`config.mk`:
```
export PLATFORM = sky130hd
export DESIGN_NAME = key_debounce_multi_flat
export DESIGN_NICKNAME = d
export VERILOG_FILES = /design/src/rtl/key_debounce_multi_if.sv /design/src/rtl/key_debounce_multi.sv /design/src/flat_wrapper.sv
export SDC_FILE = /design/constraint.sdc
export NUM_CORES = 1
export LEC_CHECK = 0
export BUFFER_PORTS_ARGS = -buffer_cell sky130_fd_sc_hd__clkbuf_2
export CORE_MARGIN = 1.5
export CORE_UTILIZATION = 30
export CTS_BUF_LIST = sky130_fd_sc_hd__clkbuf_8
export DETAILED_ROUTE_END_ITERATION = 8
export SLEW_MARGIN = 10
export SYNTH_ARGS = -nofsm -noshare
export SYNTH_HDL_FRONTEND = slang
export SYNTH_SLANG_ARGS = --single-unit
```
`constraint.sdc`:
```
create_clock -name clk -period 3.2 [get_ports clk]
set_input_delay 0.16 -clock clk [delete_from_list [all_inputs] [get_ports clk]]
set_output_delay 0.16 -clock clk [all_outputs]
set_load 0.05 [all_outputs]
```
`src/rtl/key_debounce_multi_if.sv`:
```
// Key front-end bundle: raw keys and counter clears in, debounced levels,
// event strobes and packed press counters out.
interface key_debounce_multi_if #(
  parameter int NUM_KEYS = 4,
  parameter int CNT_W    = 4
);
  logic [NUM_KEYS-1:0]       key_in;
  logic [NUM_KEYS-1:0]       clr_sum;
  logic [NUM_KEYS-1:0]       key_state;
  logic [NUM_KEYS-1:0]       press_pulse;
  logic [NUM_KEYS-1:0]       release_pulse;
  logic [NUM_KEYS-1:0]       long_pulse;
  logic [NUM_KEYS*CNT_W-1:0] sum;

  modport master (
    output key_in, clr_sum,
    input  key_state, press_pulse, release_pulse, long_pulse, sum
  );

  modport slave (
    input  key_in, clr_sum,
    output key_state, press_pulse, release_pulse, long_pulse, sum
  );
endinterface

```
`src/rtl/key_debounce_multi.sv`:
```
// Multi-channel push-button front end: per key a 2-FF synchroniser, a debounce
// FSM with press/release/long-press strobes, and a wrapping press counter.
module key_debounce_multi #(
  parameter int NUM_KEYS    = 4,
  parameter int CLK_FREQ_HZ = 50_000_000,
  parameter int DEBOUNCE_MS = 20,
  parameter int LONG_MS     = 1000,
  parameter int CNT_W       = 4
) (
  input  logic                 clk,
  input  logic                 rst_n,
  key_debounce_multi_if.slave  bus
);

  localparam int DB_CYC   = CLK_FREQ_HZ / 1000 * DEBOUNCE_MS;
  localparam int LONG_CYC = CLK_FREQ_HZ / 1000 * LONG_MS;
  localparam int MAX_CYC  = (DB_CYC > LONG_CYC) ? DB_CYC : LONG_CYC;
  localparam int TMR_W    = $clog2(MAX_CYC + 1);

  localparam logic [TMR_W-1:0] DB_LAST   = TMR_W'(DB_CYC - 1);
  localparam logic [TMR_W-1:0] LONG_LAST = TMR_W'(LONG_CYC - 1);
  localparam logic [TMR_W-1:0] LONG_SAT  = TMR_W'(LONG_CYC);
  localparam logic [TMR_W-1:0] TMR_ONE   = TMR_W'(1);
  localparam logic [CNT_W-1:0] CNT_ONE   = CNT_W'(1);

  if (NUM_KEYS < 1 || DB_CYC < 2 || LONG_CYC <= DB_CYC) begin : g_bad_params
    $error("key_debounce_multi: need NUM_KEYS>=1, DB_CYC>=2 and LONG_CYC>DB_CYC");
  end

  typedef enum logic [1:0] {
    IDLE,
    PRESS_WT,
    PRESSED,
    REL_WT
  } state_t;

  for (genvar i = 0; i < NUM_KEYS; i++) begin : g_ch
    logic             sync_a;
    logic             sync_b;
    state_t           state;
    state_t           state_nx;
    logic [TMR_W-1:0] tmr;
    logic [TMR_W-1:0] tmr_nx;
    logic             level;
    logic             level_nx;
    logic             press;
    logic             press_nx;
    logic             rel;
    logic             rel_nx;
    logic             lng;
    logic             lng_nx;
    logic [CNT_W-1:0] cnt;

    // Sync chain resets to 1 so a reset looks like a released key, never a press.
    // NOTE: sequential state always uses non-blocking assignments so every flop
    // samples the pre-edge value of its neighbours, independent of block order.
    always_ff @(posedge clk or negedge rst_n) begin
      if (!rst_n) begin
        sync_a <= 1'b1;
        sync_b <= 1'b1;
      end else begin
        sync_a <= bus.key_in[i];
        sync_b <= sync_a;
      end
    end

    always_ff @(posedge clk or negedge rst_n) begin
      if (!rst_n) begin
        state <= IDLE;
        tmr   <= '0;
        level <= 1'b0;
        press <= 1'b0;
        rel   <= 1'b0;
        lng   <= 1'b0;
      end else begin
        state <= state_nx;
        tmr   <= tmr_nx;
        level <= level_nx;
        press <= press_nx;
        rel   <= rel_nx;
        lng   <= lng_nx;
      end
    end

    // NOTE: every output of this block gets a default first, so no path can
    // leave a variable unassigned and infer a latch.
    always_comb begin
      state_nx = state;
      tmr_nx   = tmr;
      level_nx = level;
      press_nx = 1'b0;
      rel_nx   = 1'b0;
      lng_nx   = 1'b0;
      case (state)
        IDLE: begin
          level_nx = 1'b0;
          if (!sync_b) begin
            state_nx = PRESS_WT;
            tmr_nx   = TMR_ONE;
          end else begin
            tmr_nx = '0;
          end
        end
        PRESS_WT: begin
          if (sync_b) begin
            state_nx = IDLE;
            tmr_nx   = '0;
          end else if (tmr == DB_LAST) begin
            state_nx = PRESSED;
            tmr_nx   = '0;
            press_nx = 1'b1;
            level_nx = 1'b1;
          end else begin
            tmr_nx = tmr + 1'b1;
          end
        end
        PRESSED: begin
          level_nx = 1'b1;
          if (sync_b) begin
            state_nx = REL_WT;
            tmr_nx   = TMR_ONE;
          end else if (tmr < LONG_SAT) begin
            // Saturating at LONG_CYC makes the long strobe fire once per hold.
            tmr_nx = tmr + 1'b1;
            lng_nx = (tmr == LONG_LAST);
          end
        end
        REL_WT: begin
          if (!sync_b) begin
            state_nx = PRESSED;
            tmr_nx   = '0;
          end else if (tmr == DB_LAST) begin
            state_nx = IDLE;
            tmr_nx   = '0;
            rel_nx   = 1'b1;
            level_nx = 1'b0;
          end else begin
            tmr_nx = tmr + 1'b1;
          end
        end
        default: begin
          state_nx = IDLE;
          tmr_nx   = '0;
          level_nx = 1'b0;
        end
      endcase
    end

    // A clear coinciding with an accepted press leaves that press counted.
    always_ff @(posedge clk or negedge rst_n) begin
      if (!rst_n) begin
        cnt <= '0;
      end else if (bus.clr_sum[i]) begin
        cnt <= press ? CNT_ONE : '0;
      end else if (press) begin
        cnt <= cnt + 1'b1;
      end
    end

    assign bus.key_state[i]             = level;
    assign bus.press_pulse[i]           = press;
    assign bus.release_pulse[i]         = rel;
    assign bus.long_pulse[i]            = lng;
    assign bus.sum[i*CNT_W +: CNT_W]    = cnt;
  end

endmodule

```
`src/flat_wrapper.sv`:
```
// flat-port wrapper written by rule: the top's interface ports become plain ports
module key_debounce_multi_flat 
#(
  parameter int NUM_KEYS    = 4,
  parameter int CLK_FREQ_HZ = 50_000_000,
  parameter int DEBOUNCE_MS = 20,
  parameter int LONG_MS     = 1000,
  parameter int CNT_W       = 4
)
  (clk, rst_n, bus_key_in, bus_clr_sum, bus_key_state, bus_press_pulse, bus_release_pulse, bus_long_pulse, bus_sum);
  key_debounce_multi_if #(.NUM_KEYS(NUM_KEYS), .CNT_W(CNT_W)) bus_i ();
  input  logic clk;
  input  logic rst_n;
  input wire logic [$bits(bus_i.key_in)-1:0] bus_key_in;
  input wire logic [$bits(bus_i.clr_sum)-1:0] bus_clr_sum;
  output wire logic [$bits(bus_i.key_state)-1:0] bus_key_state;
  output wire logic [$bits(bus_i.press_pulse)-1:0] bus_press_pulse;
  output wire logic [$bits(bus_i.release_pulse)-1:0] bus_release_pulse;
  output wire logic [$bits(bus_i.long_pulse)-1:0] bus_long_pulse;
  output wire logic [$bits(bus_i.sum)-1:0] bus_sum;
  assign bus_i.key_in = bus_key_in;
  assign bus_i.clr_sum = bus_clr_sum;
  assign bus_key_state = bus_i.key_state;
  assign bus_press_pulse = bus_i.press_pulse;
  assign bus_release_pulse = bus_i.release_pulse;
  assign bus_long_pulse = bus_i.long_pulse;
  assign bus_sum = bus_i.sum;
  key_debounce_multi #(.NUM_KEYS(NUM_KEYS), .CLK_FREQ_HZ(CLK_FREQ_HZ), .DEBOUNCE_MS(DEBOUNCE_MS), .LONG_MS(LONG_MS), .CNT_W(CNT_W)) u_core (.clk(clk), .rst_n(rst_n), .bus(bus_i));
endmodule
```
==> results.ini <==
[critical_path]
crit_required_ps = 3530
crit_top_cell = and3_1
cp.arrival_ps = 3080
crit_path_max_incr_delay_ps = 540
endpoint_kind = flip-flop
cp_slowest_cell = o31a_1
timing.rr.start = u_core.g_ch[3].tmr[0]$_DFFE_PN0P_
path_cells = ha_1 -> and3_1 -> and3_1 -> a31oi_1 -> o31a_1 -> nand2_1 -> o311ai_0
cp-start-kind = flip-flop
path_max_fanout = 13
cp-startpoint = u_core.g_ch[3].tmr[0]$_DFFE_PN0P_
worstSetupPathType = reg2reg

[pwr]
p_total_mw = 5.63
power.density_nw_per_um2 = 574
clock_power_share_pct = 27.4
power_switching_mw = 2.07
p_leak_nw = 4.16
peakVddDrop_mv = 0.227
sw_frac_of_total_pct = 36.7
seqPwrFrac_pct = 38.9
p_int_mw = 3.56
power_frac_comb_pct = 33.7

[route]
viasPerCell = 5.09
post_drt_wl_per_cell_um = 13.8
drcViolationCount = 0
drtPass1Iterations = 5
drt_iter0_drc = 454
final_antenna_net_count = 0
routed_wl_um = 19200
num_vias = 7087

[final_layout]
syn_to_final_growth_pct = 11.4
fin_area_um2 = 9810
nFillCells = 2923
drive_above_1_share_pct = 12.0
nNetsFinal = 1033

[clock_tree]
cts_sinks = 152
cts_resized = 0
cts_root_buffer = clkbuf_8
clock_latency_ps = 450
h-tree-depth = 4
clk_pin_slew_ps = 90
cts_tree = yes
clockBufferDepth = 2
numCtsBuffers = 17
hold_buffers = 9
post-cts-setup-buffers = 0

[synthesis]
synth-main-ff-cell = dfrtp_1
avgSynthCellArea_um2 = 9.13
async_reset_ff_share_pct = 100
synth_nets = 1003
synth_edf_count = 0
ys_types = 77
syn_inst = 965
synth_area_um2 = 8810
yosys_warnings = 0
synth-seq-area-share_pct = 43.3
ys_ff_latch = 152

[run]
cap_viol_max_count = 0

[floorplanning]
rows = 62
die_w_um = 174
io_pins = 42
start_util_pct = 30.6
die_h_um = 174
dieArea_um2 = 30400
core_um2 = 28800

[timing]
min_period_over_period_pct = 85.8
finClkSkew_ps = 15.5
drv_slew = 0
fin_tns_setup_ps = 0
fin_crit_ps = 2750
rsz0062_at_grt = no
hold_viol = 0
tightest_slew_ps = 803
final-setup-viol-count = 0
clock.fmax_mhz = 364
slew_headroom_pct = 46.5

[placement]
hpwl_um = 13100
port_buffers = 41
gp_congestion = 0.800
postPlaceCellArea_um2 = 9310

[grt]
grtUsageMet3_pct = 3.17
grt_overflow = 0
grtUsageMet2_pct = 21.4
grt_pass1_wl_um = 33600
grt_use_met1_pct = 17.7
grt_use_total_pct = 13.3
grt-busiest-layer = met2
antenna_found_initial = 1
grt_max_degree = 80
grt_pass1_vias = 6833

[outcome]
status = finished clean

[hold_path]
hold_path.class = in2async

==> area by class of cell <==
cell class	instances	area, um^2	share of cell area, %
antenna	1	2.50	0.0255
inverter	38	143	1.45
clock buffer	17	234	2.38
clock inverter	15	178	1.81
tap	384	480	4.90
sequential	152	3810	38.9
timing repair buffer	65	414	4.22
multi-input combinational	721	4550	46.3
==> critical path: cells and delay by family, from the launching register on <==
kind	cells	cell delay [ps]
adder cells (fa/ha/maj)	1	240
AND/OR/NAND/NOR	3	620
AO/OA/AOI/OAI	3	1350
flip-flops	1	420
==> final timing paths <==
kind,to,cells after the start,slack [ps]
max,u_core.g_ch[3].tmr[19]$_DFFE_PN0P_,7,450
min,u_core.g_ch[3].state[0]$_DFFE_PN0P_,2,300
max reg2reg,u_core.g_ch[3].tmr[19]$_DFFE_PN0P_,7,450
min reg2reg,u_core.g_ch[0].sync_b$_DFF_PN1_,0,360
max in group asynchronous,u_core.g_ch[0].press$_DFF_PN0_,3,1940
min in group clk,u_core.g_ch[3].sync_a$_DFF_PN1_,2,340
==> synth_stat cells (all sizes together), types with 5 or more instances <==
| cell | instances | area, um^2 |
|---|---|---|
| a211oi | 7 | 57.6 |
| a21o | 24 | 180 |
| a21oi | 37 | 185 |
| a22o | 34 | 298 |
| a31oi | 10 | 68.8 |
| and2 | 8 | 52.6 |
| and3 | 21 | 133 |
| and4 | 9 | 78.8 |
| buf | 32 | 221 |
| clkbuf | 22 | 93.8 |
| dfrtp | 144 | 3600 |
| dfstp | 8 | 210 |
| ha | 28 | 350 |
| inv | 38 | 143 |
| mux2i | 8 | 80.1 |
| nand2 | 72 | 270 |
| nand2b | 15 | 93.8 |
| nand3 | 55 | 275 |
| nand3b | 5 | 37.5 |
| nand4 | 23 | 150 |
| nor2 | 109 | 414 |
| nor2b | 8 | 50.1 |
| nor3 | 25 | 125 |
| nor4 | 24 | 163 |
| nor4b | 10 | 87.6 |
| o21ai | 55 | 287 |
| o31ai | 5 | 51.3 |
| or3 | 23 | 149 |
| or4 | 14 | 109 |
| xnor2 | 31 | 272 |
| xor2 | 10 | 87.6 |
==> metal layers <==
metal  part of all wire (%)  wire, um
met5                      0         0
met4                   0.97       187
met3                    4.0       771
met2                     47      8960
met1                     48      9260
==> layout by cell type, fill, tap and decap left out, types with 4 or more instances in the layout <==
| master | count |
|---|---|
| buf_4 | 15 |
| a31oi_1 | 9 |
| dfstp_2 | 8 |
| dlygate4sd3_1 | 9 |
| nand3_1 | 55 |
| inv_1 | 39 |
| nand3b_1 | 5 |
| nand2_1 | 72 |
| clkbuf_8 | 17 |
| nand4_1 | 22 |
| mux2i_1 | 8 |
| o21ai_1 | 4 |
| and3_1 | 20 |
| a21oi_1 | 37 |
| nor4_1 | 22 |
| or2_2 | 4 |
| and4_1 | 9 |
| ha_1 | 28 |
| nor3_1 | 25 |
| o31a_1 | 4 |
| o21ai_0 | 50 |
| o21bai_1 | 4 |
| and2_1 | 6 |
| a211oi_1 | 5 |
| a21o_1 | 24 |
| nor4b_1 | 10 |
| nor2b_1 | 8 |
| xnor2_1 | 31 |
| nand2b_1 | 15 |
| clkinvlp_4 | 4 |
| or3_1 | 22 |
| dfrtp_1 | 144 |
| o21a_1 | 4 |
| xor2_1 | 10 |
| nor2_1 | 107 |
| o31ai_1 | 4 |
| a22o_1 | 34 |
| clkbuf_2 | 40 |
| or4_1 | 13 |
==> cells by family after synthesis <==
group | synth area share [%]
multiplexers | 1.04
AND/OR/NAND/NOR | 26.2
AO/OA/AOI/OAI | 16.2
adder cells (fa/ha/maj) | 3.98
buffers and inverters | 5.20
XOR/XNOR | 4.08
flip-flops | 43.3
==> sequential cells by signal, summed over array words and instances (netlist names), named ones only <==
register,count
u_core.g_ch.state,4
u_core.g_ch.level,4
u_core.g_ch.cnt,16
u_core.g_ch.sync_a,4
u_core.g_ch.lng,4
u_core.g_ch.rel,4
u_core.g_ch.tmr,104
u_core.g_ch.sync_b,4
u_core.g_ch.press,4
==> per-stage QoR <==
step / setup WS [ps] / util, % / hold slack, ps / cells
after floorplan: 909 / - / -136 / 965
after global placement: 571 / 32.3 / 250 / 1351
after detailed placement: 476 / 32.3 / 253 / 1351
after CTS: 439 / 34.1 / 308 / 1392
after global routing: 181 / 34.1 / 310 / 1392
final: 455 / 34.1 / 299 / 1393
==> power by group through the flow <==
stage | registers [mW] | logic (mW) | clock network [mW]
after floorplan | 2.19 | 1.54 | 0
after global placement | 2.23 | 1.86 | 0
after detailed placement | 2.23 | 1.88 | 0
after CTS | 2.19 | 1.90 | 1.60
after global routing | 2.22 | 2.15 | 1.68
final | 2.19 | 1.89 | 1.54
(Power assumes the default switching activity.)
